## src/rtl/ex_div_pkg.sv

```systemverilog
// Shared CPU definitions for the EX-stage iterative divider:
// state encoding, step count and the conditional two's-complement helper.
package ex_div_pkg;

    localparam int unsigned DIV_W     = 32;
    localparam int unsigned DIV_STEPS = 32;
    localparam int unsigned CNT_W     = 6;

    // Counter value seen in BUSY once every quotient bit has been produced.
    localparam logic [CNT_W-1:0] LAST_CNT = 6'(DIV_STEPS);

    typedef enum logic [1:0] {
        ST_IDLE = 2'd0,
        ST_BUSY = 2'd1,
        ST_DONE = 2'd2
    } div_state_e;

    function automatic logic [DIV_W-1:0] cond_negate(
        input logic [DIV_W-1:0] val,
        input logic             neg
    );
        if (neg) begin
            cond_negate = ~val + 32'd1;
        end else begin
            cond_negate = val;
        end
    endfunction

endpackage

```

## src/rtl/ex_div_if.sv

```systemverilog
// EX-stage divider handshake: request/operands from the pipeline,
// stall/done/result back from the divider.
interface ex_div_if;
    import ex_div_pkg::*;

    logic             div_start;
    logic             div_signed;
    logic [DIV_W-1:0] div_a;
    logic [DIV_W-1:0] div_b;
    logic             flush;
    logic             div_stall;
    logic             div_done;
    logic [DIV_W-1:0] div_q;
    logic [DIV_W-1:0] div_r;

    modport master (
        output div_start, div_signed, div_a, div_b, flush,
        input  div_stall, div_done, div_q, div_r
    );

    modport slave (
        input  div_start, div_signed, div_a, div_b, flush,
        output div_stall, div_done, div_q, div_r
    );

endinterface

```

## src/rtl/ex_div_step.sv

```systemverilog
// One radix-2 restoring division step: shift a dividend bit into the
// partial remainder and subtract the divisor if it fits.
module div_step
    import ex_div_pkg::*;
(
    input  logic [DIV_W-1:0] rem,
    input  logic [DIV_W-1:0] divisor,
    input  logic             dividend_bit,
    output logic [DIV_W-1:0] rem_next,
    output logic             quot_bit
);

    logic [DIV_W-1:0] shifted_s;
    logic [DIV_W:0]   diff_s;

    assign shifted_s = {rem[DIV_W-2:0], dividend_bit};
    assign diff_s    = {1'b0, shifted_s} - {1'b0, divisor};

    // rem < divisor always holds, so a set rem MSB means the shifted value
    // already exceeds the divisor and the 32-bit difference is exact.
    assign quot_bit = rem[DIV_W-1] | ~diff_s[DIV_W];
    assign rem_next = quot_bit ? diff_s[DIV_W-1:0] : shifted_s;

endmodule

```

## src/rtl/ex_div.sv

```systemverilog
// Multi-cycle DIV/DIVU unit for the EX stage: 32 restoring steps on
// operand magnitudes, sign fix-up on the way into DONE.
module ex_div
    import ex_div_pkg::*;
(
    input  logic    clk,
    input  logic    reset,
    ex_div_if.slave bus
);

    div_state_e       state_r;
    div_state_e       next_state_s;
    logic [CNT_W-1:0] cnt_r;
    logic [DIV_W-1:0] rem_r;
    logic [DIV_W-1:0] dvd_r;
    logic [DIV_W-1:0] dvsr_r;
    logic             q_neg_r;
    logic             r_neg_r;
    logic [DIV_W-1:0] q_r;
    logic [DIV_W-1:0] r_r;
    logic             done_r;

    logic             stall_s;
    logic             accept_s;
    logic             step_s;
    logic             finish_s;
    logic [DIV_W-1:0] step_rem_s;
    logic             step_q_s;
    logic             a_neg_s;
    logic             b_neg_s;

    assign a_neg_s = bus.div_signed & bus.div_a[DIV_W-1];
    assign b_neg_s = bus.div_signed & bus.div_b[DIV_W-1];

    div_step u_step (
        .rem          (rem_r),
        .divisor      (dvsr_r),
        .dividend_bit (dvd_r[DIV_W-1]),
        .rem_next     (step_rem_s),
        .quot_bit     (step_q_s)
    );

    // State register.
    always_ff @(posedge clk) begin
        if (reset) begin
            state_r <= ST_IDLE;
        end else begin
            state_r <= next_state_s;
        end
    end

    // Next-state decode and per-state control strobes.
    always_comb begin
        next_state_s = state_r;
        stall_s      = 1'b0;
        accept_s     = 1'b0;
        step_s       = 1'b0;
        finish_s     = 1'b0;
        case (state_r)
            ST_IDLE: begin
                if (bus.div_start && !bus.flush) begin
                    next_state_s = ST_BUSY;
                    stall_s      = 1'b1;
                    accept_s     = 1'b1;
                end else begin
                    next_state_s = ST_IDLE;
                end
            end
            ST_BUSY: begin
                if (bus.flush) begin
                    next_state_s = ST_IDLE;
                end else if (cnt_r == LAST_CNT) begin
                    next_state_s = ST_DONE;
                    stall_s      = 1'b1;
                    finish_s     = 1'b1;
                end else begin
                    next_state_s = ST_BUSY;
                    stall_s      = 1'b1;
                    step_s       = 1'b1;
                end
            end
            ST_DONE: begin
                // A still-high div_start belongs to the finishing instruction.
                next_state_s = ST_IDLE;
            end
            default: begin
                next_state_s = ST_IDLE;
            end
        endcase
    end

    // Operand latch, iteration datapath and registered results.
    always_ff @(posedge clk) begin
        if (reset) begin
            cnt_r   <= 6'd0;
            rem_r   <= 32'd0;
            dvd_r   <= 32'd0;
            dvsr_r  <= 32'd0;
            q_neg_r <= 1'b0;
            r_neg_r <= 1'b0;
            q_r     <= 32'd0;
            r_r     <= 32'd0;
            done_r  <= 1'b0;
        end else begin
            done_r <= finish_s;
            if (accept_s) begin
                cnt_r   <= 6'd0;
                rem_r   <= 32'd0;
                dvd_r   <= cond_negate(bus.div_a, a_neg_s);
                dvsr_r  <= cond_negate(bus.div_b, b_neg_s);
                // Divide-by-zero keeps the all-ones quotient unsigned-looking.
                q_neg_r <= (a_neg_s ^ b_neg_s) & (|bus.div_b);
                r_neg_r <= a_neg_s;
            end else if (step_s) begin
                cnt_r <= cnt_r + 6'd1;
                rem_r <= step_rem_s;
                dvd_r <= {dvd_r[DIV_W-2:0], step_q_s};
            end else if (finish_s) begin
                q_r <= cond_negate(dvd_r, q_neg_r);
                r_r <= cond_negate(rem_r, r_neg_r);
            end
        end
    end

    assign bus.div_stall = stall_s & ~reset;
    assign bus.div_done  = done_r;
    assign bus.div_q     = q_r;
    assign bus.div_r     = r_r;

endmodule
```

## src/flat_wrapper.sv

```systemverilog
// flat-port wrapper written by rule: the top's interface ports become plain ports
module ex_div_flat import ex_div_pkg::*;
  (clk, reset, bus_div_start, bus_div_signed, bus_div_a, bus_div_b, bus_flush, bus_div_stall, bus_div_done, bus_div_q, bus_div_r);
  ex_div_if bus_i ();
  input  logic clk;
  input  logic reset;
  input wire logic [$bits(bus_i.div_start)-1:0] bus_div_start;
  input wire logic [$bits(bus_i.div_signed)-1:0] bus_div_signed;
  input wire logic [$bits(bus_i.div_a)-1:0] bus_div_a;
  input wire logic [$bits(bus_i.div_b)-1:0] bus_div_b;
  input wire logic [$bits(bus_i.flush)-1:0] bus_flush;
  output wire logic [$bits(bus_i.div_stall)-1:0] bus_div_stall;
  output wire logic [$bits(bus_i.div_done)-1:0] bus_div_done;
  output wire logic [$bits(bus_i.div_q)-1:0] bus_div_q;
  output wire logic [$bits(bus_i.div_r)-1:0] bus_div_r;
  assign bus_i.div_start = bus_div_start;
  assign bus_i.div_signed = bus_div_signed;
  assign bus_i.div_a = bus_div_a;
  assign bus_i.div_b = bus_div_b;
  assign bus_i.flush = bus_flush;
  assign bus_div_stall = bus_i.div_stall;
  assign bus_div_done = bus_i.div_done;
  assign bus_div_q = bus_i.div_q;
  assign bus_div_r = bus_i.div_r;
  ex_div u_core (.clk(clk), .reset(reset), .bus(bus_i));
endmodule
```

## config.mk

```make
export PLATFORM = sky130hd
export DESIGN_NAME = ex_div_flat
export DESIGN_NICKNAME = d
export VERILOG_FILES = /design/src/rtl/ex_div_pkg.sv /design/src/rtl/ex_div_if.sv /design/src/rtl/ex_div_step.sv /design/src/rtl/ex_div.sv /design/src/flat_wrapper.sv
export SDC_FILE = /design/constraint.sdc
export NUM_CORES = 1
export LEC_CHECK = 0
export ABC_AREA = 1
export BUFFER_PORTS_ARGS = -buffer_cell sky130_fd_sc_hd__buf_4
export CELL_PAD_IN_SITES_DETAIL_PLACEMENT = 1
export CELL_PAD_IN_SITES_GLOBAL_PLACEMENT = 1
export CORE_ASPECT_RATIO = 0.8
export CORE_MARGIN = 2
export CORE_UTILIZATION = 42
export CTS_CLUSTER_SIZE = 40
export DETAILED_ROUTE_END_ITERATION = 8
export GPL_ROUTABILITY_DRIVEN = 0
export PLACE_DENSITY_LB_ADDON = 0.2
export SLEW_MARGIN = 40
export SYNTH_ARGS = -nofsm -noshare
export SYNTH_HDL_FRONTEND = slang
export SYNTH_SLANG_ARGS = --single-unit
```

## constraint.sdc

```tcl
create_clock -name clk -period 2.7 [get_ports clk]
set_clock_uncertainty 0.15 [all_clocks]
set_input_delay 0 -clock clk [delete_from_list [all_inputs] [get_ports clk]]
set_output_delay 0 -clock clk [all_outputs]
set_load 0.02 [all_outputs]
```

# == Yosys cells after proc, flatten, opt, wreduce, memory -nomap -nowiden ==
# Cells that the tools add are included.
# W data, S select, Z words.
# totals
elab_cells,60
latch_bits,0
romBits,0
memories,0
mem_bits_rw,0
reg_bits,171
# op_classes
div_mod_pow,0
n_eq_ne,2
n_shift,0
mul,0
n_bitwise,14
add_sub_neg,6
n_lt_le_gt_ge,0
mux,21
n_reduce_logical,7
# op_table
cell,n
$mux W32,7
$add A32 B1 Y32 const B,4
$not A32 Y32,4
$sub A32 B32 Y33,1
$reduce_or A32 Y1,1
$mux W1,10
$add A6 B1 Y6 const B,1
$eq A6 B6 Y1 const B,1
$and A1 B1 Y1,4
$mux W2,2
$not A1 Y1,4
$pmux W2 S2,1
$reduce_and A3 Y1,1
$eq A2 B1 Y1 const B,1
$logic_not A2 Y1,1
$pmux W1 S2,1
$reduce_bool A2 Y1,1
$reduce_or A2 Y1,1
$logic_and A1 B1 Y1,1
$logic_not A1 Y1,1
$or A1 B1 Y1,1
$xor A1 B1 Y1,1

# == Longest topological paths before layout ==
# logic_depth
depth_word,6
depth_mapped,18
depth_no_buf,16

# == Modules after synthesis ==
# Synthesis repeated with hierarchy kept, for this count alone.
# unflattened
cells_unflattened,2197
hier_area_um2,12986.2
# modules_own_cells
module,cells_each,area_each_um2,n_inst
ex_div,1525,9857.0,1
div_step,672,3129.3,1

# == Least setup slack after synthesis ==
# Ideal clock, no wire load.
# synth_timing
path_type,flip-flop to flip-flop
startpoint,reg u_core.dvd_r[31]
endpoint,reg u_core.rem_r[26]
setup_ns,0.070
synth_period_minus_slack_ns,2.362
stages_incl_launch_ff,19
path_buffers,2
t_arrival_ns,2.142
setup_slack_ns,0.338
path_cell_list,dfxtp_1 -> inv_1 -> ha_1 -> fa_1 -> inv_1 -> nand3_1 -> nand2_2 -> nand2_2 -> nand2_4 -> nand2_2 -> nand2_4 -> nand2_4 -> nand3_4 -> buf_8 -> buf_8 -> nor2_1 -> nor2_1 -> nand2_1 -> a21oi_1
# synth_between
elab_chain_len,4
# synth_lines
item,line,text
from (decl),ex_div.sv:15,logic [DIV_W-1:0] dvd_r;
from (signal assigned),ex_div.sv:109,"dvd_r <= cond_negate(bus.div_a, a_neg_s);"
from (signal assigned),ex_div.sv:117,"dvd_r <= {dvd_r[DIV_W-2:0], step_q_s};"
$sub A32 B32 Y33 (*),ex_div_step.sv:17,"assign diff_s = {1'b0, shifted_s} - {1'b0, divisor};"
$not A1 Y1,ex_div_step.sv:21,assign quot_bit = rem[DIV_W-1] | ~diff_s[DIV_W];
$or A1 B1 Y1,ex_div_step.sv:21,
$mux W32 (*),ex_div_step.sv:22,assign rem_next = quot_bit ? diff_s[DIV_W-1:0] : shifted_s;
to (signal assigned),ex_div.sv:116,rem_r <= step_rem_s;
to (decl),ex_div.sv:14,logic [DIV_W-1:0] rem_r;
# Every way passes the cells marked *; elsewhere a longest branch is shown, timed or not.
# A chain may end at the register's enable or synchronous reset.

# == Worst setup path after layout ==
# layout_timing
startpoint,reg u_core.dvsr_r[31]
endpoint,reg u_core.rem_r[11]
# layout_between
elab_chain_len,4
# layout_lines
item,line,text
from (decl),ex_div.sv:16,logic [DIV_W-1:0] dvsr_r;
from (signal assigned),ex_div.sv:110,"dvsr_r <= cond_negate(bus.div_b, b_neg_s);"
$sub A32 B32 Y33,ex_div_step.sv:17,
$not A1 Y1,ex_div_step.sv:21,
$or A1 B1 Y1,ex_div_step.sv:21,
$mux W32,ex_div_step.sv:22,
# Every way passes these cells.

==> impl_metrics.toml <==
[status]
status = "complete, but fails checks"
violations = "negative hold slack"

[clock_network]
clockRootBuffer = "clkbuf_16"
cts_buffer_depth = 2
htreeDepth = 4
path_clk_slew_ns = 0.08
cts.sinks = 171
clk_latency_ns = 0.45
cts_made_buffers = 17
cts_tree = "built"

[global_routing]
track_usage_pct = 33.99
globalRoute.totalOverflow = 0
grt_max_degree = 119
grt_pass1_vias = 15070
grt_pass1_wl_um = 84030
grt_antenna_before_repair = 1

[finish]
final_cell_mix = "nand2_1 (569), inv_1 (312), nor2_1 (276)"
nets = 2462
layout-drive-gt1-share_pct = 11.96
fillers = 4069
syn_to_final_growth_pct = 24.69
multiInputGateArea_um2 = 7804
antenna_cells = 0
final_common_cell = "nand2_1"
regArea_um2 = 3428

[floorplanning]
fp.dieH_um = 159.2
die_area_um2 = 31500
initial_core_util_pct = 42.95
row_count = 56
die_x_um = 197.9
core-area_um2 = 29430
pin_count = 135

[min_path]
holdPathEnd = "u_core.dvd_r[3]$_SDFFE_PP0P_"
holdCritStartpoint = "bus_div_a[1]"
holdCritPathClass = "input port to register"
whs_path_depth = 7

[drt]
vias_per_cell = 5.613
ant_nets = 0
wirelength_um = 55680
vias = 15400
drt_iter0_drc = 1320
drcViolationCount = 0
wire_per_inst_um = 20.29
drt_pass1_iterations = 5

[synthesis]
synth-warning-count = 0
synth_top_flop_cell = "dfxtp_1"
synth.top_cell.area_share_pct = 27.09
synth_seq_cells = 171
syn_nets = 2249
yosys.cell_types.count = 43
synth_area_per_cell_um2 = 5.903
async_flop_share_pct = 0
syn_inst = 2141
ys_top_cells_by_area = "dfxtp_1 (27%), nand2_1 (17%), inv_1 (9.4%)"
yosys.area.top_type = "dfxtp_1"
synth-seq-area-share_pct = 27.09
synth-edff-count = 0
syn_area_um2 = 12640

[setup_path]
crit_type = "register to register"
regToRegEndpoint = "u_core.rem_r[11]$_SDFFE_PP0P_"
worst_setup_path_end_kind = "register"
startpoint_type = "register"
crit_required_ns = 2.93
rr_worst_depth = 12
rr_startpoint = "u_core.dvsr_r[31]$_SDFFE_PP0P_"
crit_fanout = 7
r2r_slack_ns = 0.003
critPathArrivalTime_ns = 2.93

[sta]
rsz0062_at_grt = "yes"
whs_ns = -0.0006101
finalSetupViolations = 0
fin_crit_sh_pct = 99.89
max_slew_margin_pct = 56.11
hold_violations = 1
setup_slack_ns = 0.002980
tightest_slew_ns = 0.6515
max_freq_mhz = 370.8
slew_violations = 0
period_needed_ns = 2.697

[placement]
hpwlAfterDp_um = 40980
io_buffers = 134
dp_slack_ns = 0.01600

[flow_run]
cap_violations = 0

[power]
p_leak_nw = 7.626
power_mw = 7.370
power.density_nw_per_um2 = 467.7
ir_drop_mv = 0.4306
-- timing repair --
action | CTS | global route
buffers inserted | 0 | 6
endpoints found under the setup margin | 0 | 36
hold buffers | 71 | 0
resized for setup | 0 | 27
hold endpoints to repair | 66 | 0
-- cell type report --
cell class                      count  share of cell area, %
Clock inverter                     15                  1.080
Tap cell                          377                  2.993
Clock buffer                       17                  2.699
Timing Repair Buffer              268                  14.38
Multi-Input combinational cell   1578                  49.52
Sequential cell                   171                  21.75
Inverter                          318                  7.574
-- per-layer routing --
metal,vias up,share of wire [%],track usage [%]
met5,-,0,0
met4,0,1.4,6.288
met3,65,10,8.579
met2,658,42,51.20
met1,7414,46,49.10
li1,7264,-,-
-- synthesized netlist by cell type (all sizes together), types with 2 or more instances --
| cell type | instances |
|---|---|
| nand3b | 6 |
| a31oi | 15 |
| o31ai | 5 |
| buf | 28 |
| inv | 317 |
| xnor2 | 13 |
| nor4 | 8 |
| a21oi | 130 |
| clkbuf | 47 |
| nand2 | 579 |
| ha | 38 |
| and2 | 4 |
| nand3 | 151 |
| o21bai | 7 |
| dfxtp | 171 |
| nor3 | 35 |
| o22ai | 16 |
| or2 | 6 |
| a21boi | 3 |
| o21ai | 167 |
| nand4 | 40 |
| nor2 | 284 |
| a21o | 2 |
| xor2 | 48 |
| o211ai | 16 |
-- through the flow --
stage / setup TNS, ns / std cells / cell area [um^2] / hold slack (ns) / utilization [%]
after CTS: 0 / 2735 / 15560 / 0.0009122 / 52.87
final: 0 / 2744 / 15760 / -0.0006101 / 53.55
after detailed placement: 0 / 2632 / 14250 / 0.07886 / 48.43
after global placement: 0 / 2632 / 14250 / 0.07751 / 48.43
after floorplan: 0 / 2141 / 12640 / -0.01128 / -
after global routing: -0.2494 / 2744 / 15760 / 0.04781 / 53.55
-- where the power goes --
part           internal [mW]  leakage, nW  switching, mW
combinational          0.715         5.95           1.41
sequential              2.59         1.39         0.0816
clock                   1.32        0.291           1.25
total                   4.63         7.63           2.74
-- worst max-delay path, cell delays in order, from the launching register on --
cell	delay, ns
dfxtp_1	0.30
inv_1	0.21
ha_1	0.32
a21o_1	0.19
nor2_1	0.22
nand2_1	0.15
a21oi_4	0.22
buf_4	0.16
nand3_4	0.11
buf_4	0.22
nor3b_1	0.20
nor2_1	0.07
nor2_1	0.10
-- logic make-up after synthesis --
| family | Yosys count | synth area share (%) |
|---|---|---|
| buffers and inverters | 393 | 12.13 |
| flip-flops | 171 | 27.09 |
| AND/OR/NAND/NOR | 1114 | 37.10 |
| AO/OA/AOI/OAI | 363 | 15.54 |
| XOR/XNOR | 61 | 4.227 |
| adder cells (fa/ha/maj) | 39 | 3.920 |
-- worst max-delay path by stage --
stage                                   startpoint                              to  slack [ns]  cells past startpoint
detailed placement   u_core.dvd_r[31]$_SDFFE_PP0P_    u_core.rem_r[2]$_SDFFE_PP0P_        0.02                     17
finish              u_core.dvsr_r[31]$_SDFFE_PP0P_   u_core.rem_r[11]$_SDFFE_PP0P_       0.003                     12
floorplan            u_core.dvd_r[31]$_SDFFE_PP0P_   u_core.rem_r[26]$_SDFFE_PP0P_        0.34                     18
global route                          bus_div_b[0]  u_core.dvsr_r[31]$_SDFFE_PP0P_       -0.07                     12
global placement    u_core.dvsr_r[29]$_SDFFE_PP0P_   u_core.rem_r[31]$_SDFFE_PP0P_        0.16                     15
CTS                  u_core.dvd_r[31]$_SDFFE_PP0P_    u_core.rem_r[2]$_SDFFE_PP0P_       0.002                     17
-- sequential cells by signal (all words and copies together), names as in the netlist, 2 cells and up --
signal            cells
u_core.bus.div_q     32
u_core.bus.div_r     32
u_core.state_r        2
u_core.cnt_r          6
u_core.dvd_r         32
u_core.dvsr_r        32
u_core.rem_r         32
(Power assumes the default switching activity.)
